`config.mk`:
```
export PLATFORM = sky130hd
export DESIGN_NAME = mul_feeder
export DESIGN_NICKNAME = d
export VERILOG_FILES = /design/src/rtl/mul_feeder.sv
export SDC_FILE = /design/constraint.sdc
export NUM_CORES = 1
export LEC_CHECK = 0
export CAP_MARGIN = 20
export CORE_MARGIN = 4
export CORE_UTILIZATION = 50
export DETAILED_ROUTE_END_ITERATION = 8
export DONT_BUFFER_PORTS = 1
export PLACE_DENSITY = 0.73
export SYNTH_ARGS = -nofsm -noshare
export SYNTH_HDL_FRONTEND = slang
export SYNTH_SLANG_ARGS = --single-unit
```
`constraint.sdc`:
```
create_clock -name Clk -period 4.1 [get_ports Clk]
set_input_delay 0.615 -clock Clk [delete_from_list [all_inputs] [get_ports Clk]]
set_output_delay 0.615 -clock Clk [all_outputs]
set_load 0.005 [all_outputs]
```
`src/rtl/mul_feeder.sv`:
```
// mul_feeder: operand FIFO and one-at-a-time sequencer for the 8x8 shift-add multiplier.
// Build option MUL_FEEDER_ZERO_BYPASS_EN: pairs with a zero operand skip the multiplier.
module mul_feeder #(
  parameter int DEPTH = 4
) (
  input  logic        Clk,
  input  logic        Rst,
  input  logic        in_valid,
  output logic        in_ready,
  input  logic [7:0]  in_a,
  input  logic [7:0]  in_b,
  output logic        mul_start,
  output logic [7:0]  mul_a,
  output logic [7:0]  mul_b,
  input  logic        mul_ack,
  input  logic [15:0] mul_r,
  output logic        out_valid,
  input  logic        out_ready,
  output logic [15:0] out_r,
  output logic        busy
);
  localparam int DATA_W = 8;
  localparam int PTR_W  = (DEPTH > 1) ? $clog2(DEPTH) : 1;
  localparam int CNT_W  = PTR_W + 1;
  localparam logic [CNT_W-1:0] FULL = CNT_W'(DEPTH);

  typedef enum logic [2:0] {IDLE, ISSUE, WAIT_LO, WAIT_HI, OUT} state_t;

  state_t state, state_nxt;

  logic [2*DATA_W-1:0] mem [DEPTH];
  logic [PTR_W-1:0]    wr_ptr, rd_ptr;
  logic [CNT_W-1:0]    count;
  logic                push, pop, bypass;
  logic [DATA_W-1:0]   pop_a, pop_b;

  assign in_ready       = (count != FULL);
  assign push           = in_valid && in_ready;
  assign pop            = (state == IDLE) && (count != '0);
  assign {pop_a, pop_b} = mem[rd_ptr];
  assign busy           = (state != IDLE) || (count != '0);

`ifdef MUL_FEEDER_ZERO_BYPASS_EN
  assign bypass = (pop_a == '0) || (pop_b == '0);
`else
  assign bypass = 1'b0;
`endif

  // Operand FIFO: storage is data, only pointers and count are reset.
  always_ff @(posedge Clk) begin
    if (push) mem[wr_ptr] <= {in_a, in_b};
  end

  always_ff @(posedge Clk) begin
    if (Rst) begin
      wr_ptr <= '0;
      rd_ptr <= '0;
      count  <= '0;
    end else begin
      if (push) wr_ptr <= wr_ptr + PTR_W'(1);
      if (pop)  rd_ptr <= rd_ptr + PTR_W'(1);
      case ({push, pop})
        2'b10:   count <= count + CNT_W'(1);
        2'b01:   count <= count - CNT_W'(1);
        default: count <= count;
      endcase
    end
  end

  // Sequencer state register and next-state logic.
  always_ff @(posedge Clk) begin
    if (Rst) state <= IDLE;
    else     state <= state_nxt;
  end

  always_comb begin
    state_nxt = state;
    case (state)
      IDLE:    if (pop) state_nxt = bypass ? OUT : ISSUE;
      ISSUE:   state_nxt = WAIT_LO;
      // Ack may still be high from the previous product; wait for it to drop first.
      WAIT_LO: if (!mul_ack) state_nxt = WAIT_HI;
      WAIT_HI: if (mul_ack) state_nxt = OUT;
      OUT:     if (out_ready) state_nxt = IDLE;
      default: state_nxt = IDLE;
    endcase
  end

  // Registered multiplier drive and product output.
  always_ff @(posedge Clk) begin
    if (Rst) begin
      mul_start <= 1'b0;
      mul_a     <= '0;
      mul_b     <= '0;
      out_valid <= 1'b0;
      out_r     <= '0;
    end else begin
      mul_start <= 1'b0;
      if (pop && !bypass) begin
        mul_start <= 1'b1;
        mul_a     <= pop_a;
        mul_b     <= pop_b;
      end
      if (pop && bypass) begin
        out_r     <= '0;
        out_valid <= 1'b1;
      end
      if ((state == WAIT_HI) && mul_ack) begin
        out_r     <= mul_r;
        out_valid <= 1'b1;
      end
      if ((state == OUT) && out_ready) out_valid <= 1'b0;
    end
  end

endmodule

```
==> out/results.ini <==
[floorplan]
coreArea_sq_um=7810
io_pins=73
initial_core_util_pct=52.1
rows=32
die_w_microns=98.2
die_area_sq_um=9650
die_h_microns=98.2

[layout]
diodes=0
nFillCells=612
area_growth_pct=6.70
fin_util_pct=55.6
finish.net_count=331
design_area_sq_um=4340
drive_above_1_share_pct=12.6

[grt]
grt_usage_pct=15.8
grt_start_max_net_pins=46
grt_overflow_total=0
grt_pass1_vias=2196
antenna_found_initial=0
grt_pass1_wl_microns=11800

[pwr]
combPwrFrac_pct=25.6
fin_total_pwr_w=0.00287
pwr-share-clk_pct=23.5
switching_share_pct=32.6
switching_power_w=0.000938
power_density_nw_per_um2=662
p_int_w=0.00194
p_leak_nw=1.40
seqPwrFrac_pct=50.9
ir_drop_mv=0.360

[synth]
yosysWarnings=0
yosysSeqAreaShare_pct=68.9
synth_cells=296
synth_area_sq_um=4070
syn-num-nets=339
avgSynthCellArea_sq_um=13.7
ys_seq_elements=108
yosys.cell_types.count=30

[run]
cap_violations=0

[detailed_routing]
wl_per_cell_microns=18.7
via_count=2257
route.detailed.drc=0
drt_pass1_iterations=4
routed_wl_microns=7400
drt_iter0_drc=152
via_per_inst=5.71
antenna_left=0

[placement]
dp_slack_ns=1.76
globalplace.congestion=0.763
dp_hpwl_microns=4840
place_area_sq_um=4130
io_buffer_count=0

[worst_setup_path]
startpoint_type=register
cp-end-kind=register
path_cells=or3_1 > nor2_1 > ha_1 > fa_1 > xnor2_1 > or3_1 > a21oi_1
rr_endpoint=count[2]
critPathBufInv=0
path_common_cell=or3_1
r2r_cells=7
cp_slowest_cell=or3_1
max_stage_delay_ns=0.48
regToRegStartpoint=state[2]
crit_fanout=20
crit_type=register to register
arrival_ns=2.66
worstPathRequired_ns=4.40
critPathTopFamily=simple AND/OR/NAND/NOR gates
r2r_slack_ns=1.74

[clock_tree]
path_clk_slew_ns=0.10
cts.htree.levels=3
max-clock-path-buffers=2
ctsResizeCount=0
cts_tree=built
cts-root-buf=clkbuf_8
postCtsSetupBuffers=0
cts_hold_buffers=0
clock-sinks=108
clock_latency_ns=0.37
numCtsBuffers=9

[sta]
slew_viol_final=0
fmaxAchievable_ghz=0.424
setup_viol=0
skew_ns=0.00810
tightest_slew_ns=0.901
grt_setup_unrepaired=no
hold_viol_final=0
post-route-period-util_pct=57.5
setup_ws_ns=1.74
relSlewSlack_pct=39.9
min_period_ns=2.36
fin_tns_setup_ns=0

[hold_path]
whs_endpoint=out_r[5]
min_path_cells=1
hold_path_class=input port to register
hp-start=Rst

[status]
outcome=finished, final reports clean

[power by group through the flow]
| stage | logic (W) | clock network [W] | registers (W) |
|---|---|---|---|
| detailed placement | 0.000746 | 0 | 0.00149 |
| global placement | 0.000728 | 0 | 0.00149 |
| CTS | 0.000748 | 0.000695 | 0.00147 |
| global route | 0.000833 | 0.000737 | 0.00148 |
| floorplan | 0.000627 | 0 | 0.00142 |
| finish | 0.000737 | 0.000675 | 0.00146 |
[Yosys cell counts]
cell | instances | area share, %
inv_1 | 3 | 0.28
a31o_1 | 1 | 0.22
and3_1 | 5 | 0.77
edfxtp_1 | 64 | 47
nor2b_1 | 1 | 0.15
a21oi_1 | 38 | 4.7
xor2_1 | 1 | 0.22
nand3_1 | 18 | 2.2
dfxtp_1 | 44 | 22
mux2i_1 | 1 | 0.25
a311oi_1 | 2 | 0.43
mux4_2 | 16 | 8.9
or3_1 | 4 | 0.61
fa_1 | 1 | 0.49
nor4_1 | 1 | 0.15
nand4b_1 | 1 | 0.22
nor3_1 | 3 | 0.37
nand3b_1 | 1 | 0.18
nor2_1 | 6 | 0.55
buf_2 | 9 | 1.1
clkbuf_1 | 12 | 1.1
ha_1 | 5 | 1.5
or3b_1 | 1 | 0.22
o21ai_0 | 18 | 2.2
and4b_1 | 1 | 0.25
buf_1 | 1 | 0.092
a21o_1 | 2 | 0.37
nand2_1 | 34 | 3.1
xnor2_1 | 1 | 0.22
nor3_2 | 1 | 0.25
[state kept, by name, indices dropped and copies added, names as in the netlist]
| register | flops |
|---|---|
| count | 3 |
| mem | 64 |
| mul_a | 8 |
| mul_b | 8 |
| mul_start | 1 |
| out_r | 16 |
| out_valid | 1 |
| rd_ptr | 2 |
| state | 3 |
| wr_ptr | 2 |
[how the worst max path moves through the flow]
stage | startpoint | endpoint | slack, ns | cells after the start
final | state[2] | count[2] | 1.74 | 7
after global routing | state[2] | count[2] | 1.51 | 7
after CTS | state[2] | count[2] | 1.73 | 7
after detailed placement | state[2] | count[2] | 1.76 | 7
after global placement | state[2] | count[2] | 1.85 | 7
after floorplan | count[0] | count[2] | 1.96 | 8
[through the flow]
| step | hold slack, ns | std cells |
|---|---|---|
| floorplan | 0.453 | 296 |
| global placement | 0.457 | 379 |
| detailed placement | 0.469 | 379 |
| CTS | 0.282 | 395 |
| global route | 0.272 | 395 |
| finish | 0.305 | 395 |
[layout by cell type (no fill, tap or decap)]
master,netlist,layout
edfxtp_1,64,64
dfxtp_1,44,44
a21oi_1,38,38
nand2_1,34,34
nand3_1,18,18
o21ai_0,18,18
mux4_2,16,16
clkbuf_8,0,9
nor2_1,6,6
and3_1,5,5
ha_1,5,5
or3_1,4,4
inv_1,3,3
inv_6,0,3
buf_4,0,3
nor3_2,1,2
a21o_1,2,2
a311oi_1,2,2
nor3_1,3,2
inv_8,0,2
or3b_1,1,1
and4b_1,1,1
nand4b_1,1,1
a31o_1,1,1
xnor2_1,1,1
nand3b_1,1,1
mux2i_1,1,1
xor2_1,1,1
nor4_1,1,1
nor2b_1,1,1
fa_1,1,1
clkinv_4,0,1
bufinv_16,0,1
[cells by family after synthesis]
logic type               after synthesis  share of synthesized area, %
flip-flops                           108                          68.9
AND/OR/NAND/NOR                       77                          9.07
AO/OA/AOI/OAI                         61                          7.90
buffers and inverters                 25                          2.58
multiplexers                          17                          9.10
adder cells (fa/ha/maj)                6                          2.03
XOR/XNOR                               2                         0.431
[layout make-up]
class	instances	area (sq um)	area share [%]
well taps	102	128	2.94
clock buffers	9	124	2.85
multi-input cells	163	1170	26.9
repair buffers	3	22.5	0.519
inverters	3	11.3	0.259
clock inverters	7	87.6	2.02
flip-flops and latches	108	2800	64.6
[routing by layer]
metal  up-vias  wire (microns)  global-route usage (%)
met1      1081            2890                    19.3
met2        91            3690                    25.9
met5         -               0                       0
li1       1077               -                       -
met3         8             734                    6.79
met4         0              80                    4.52
No activity file was read; power rests on OpenSTA's default activity.
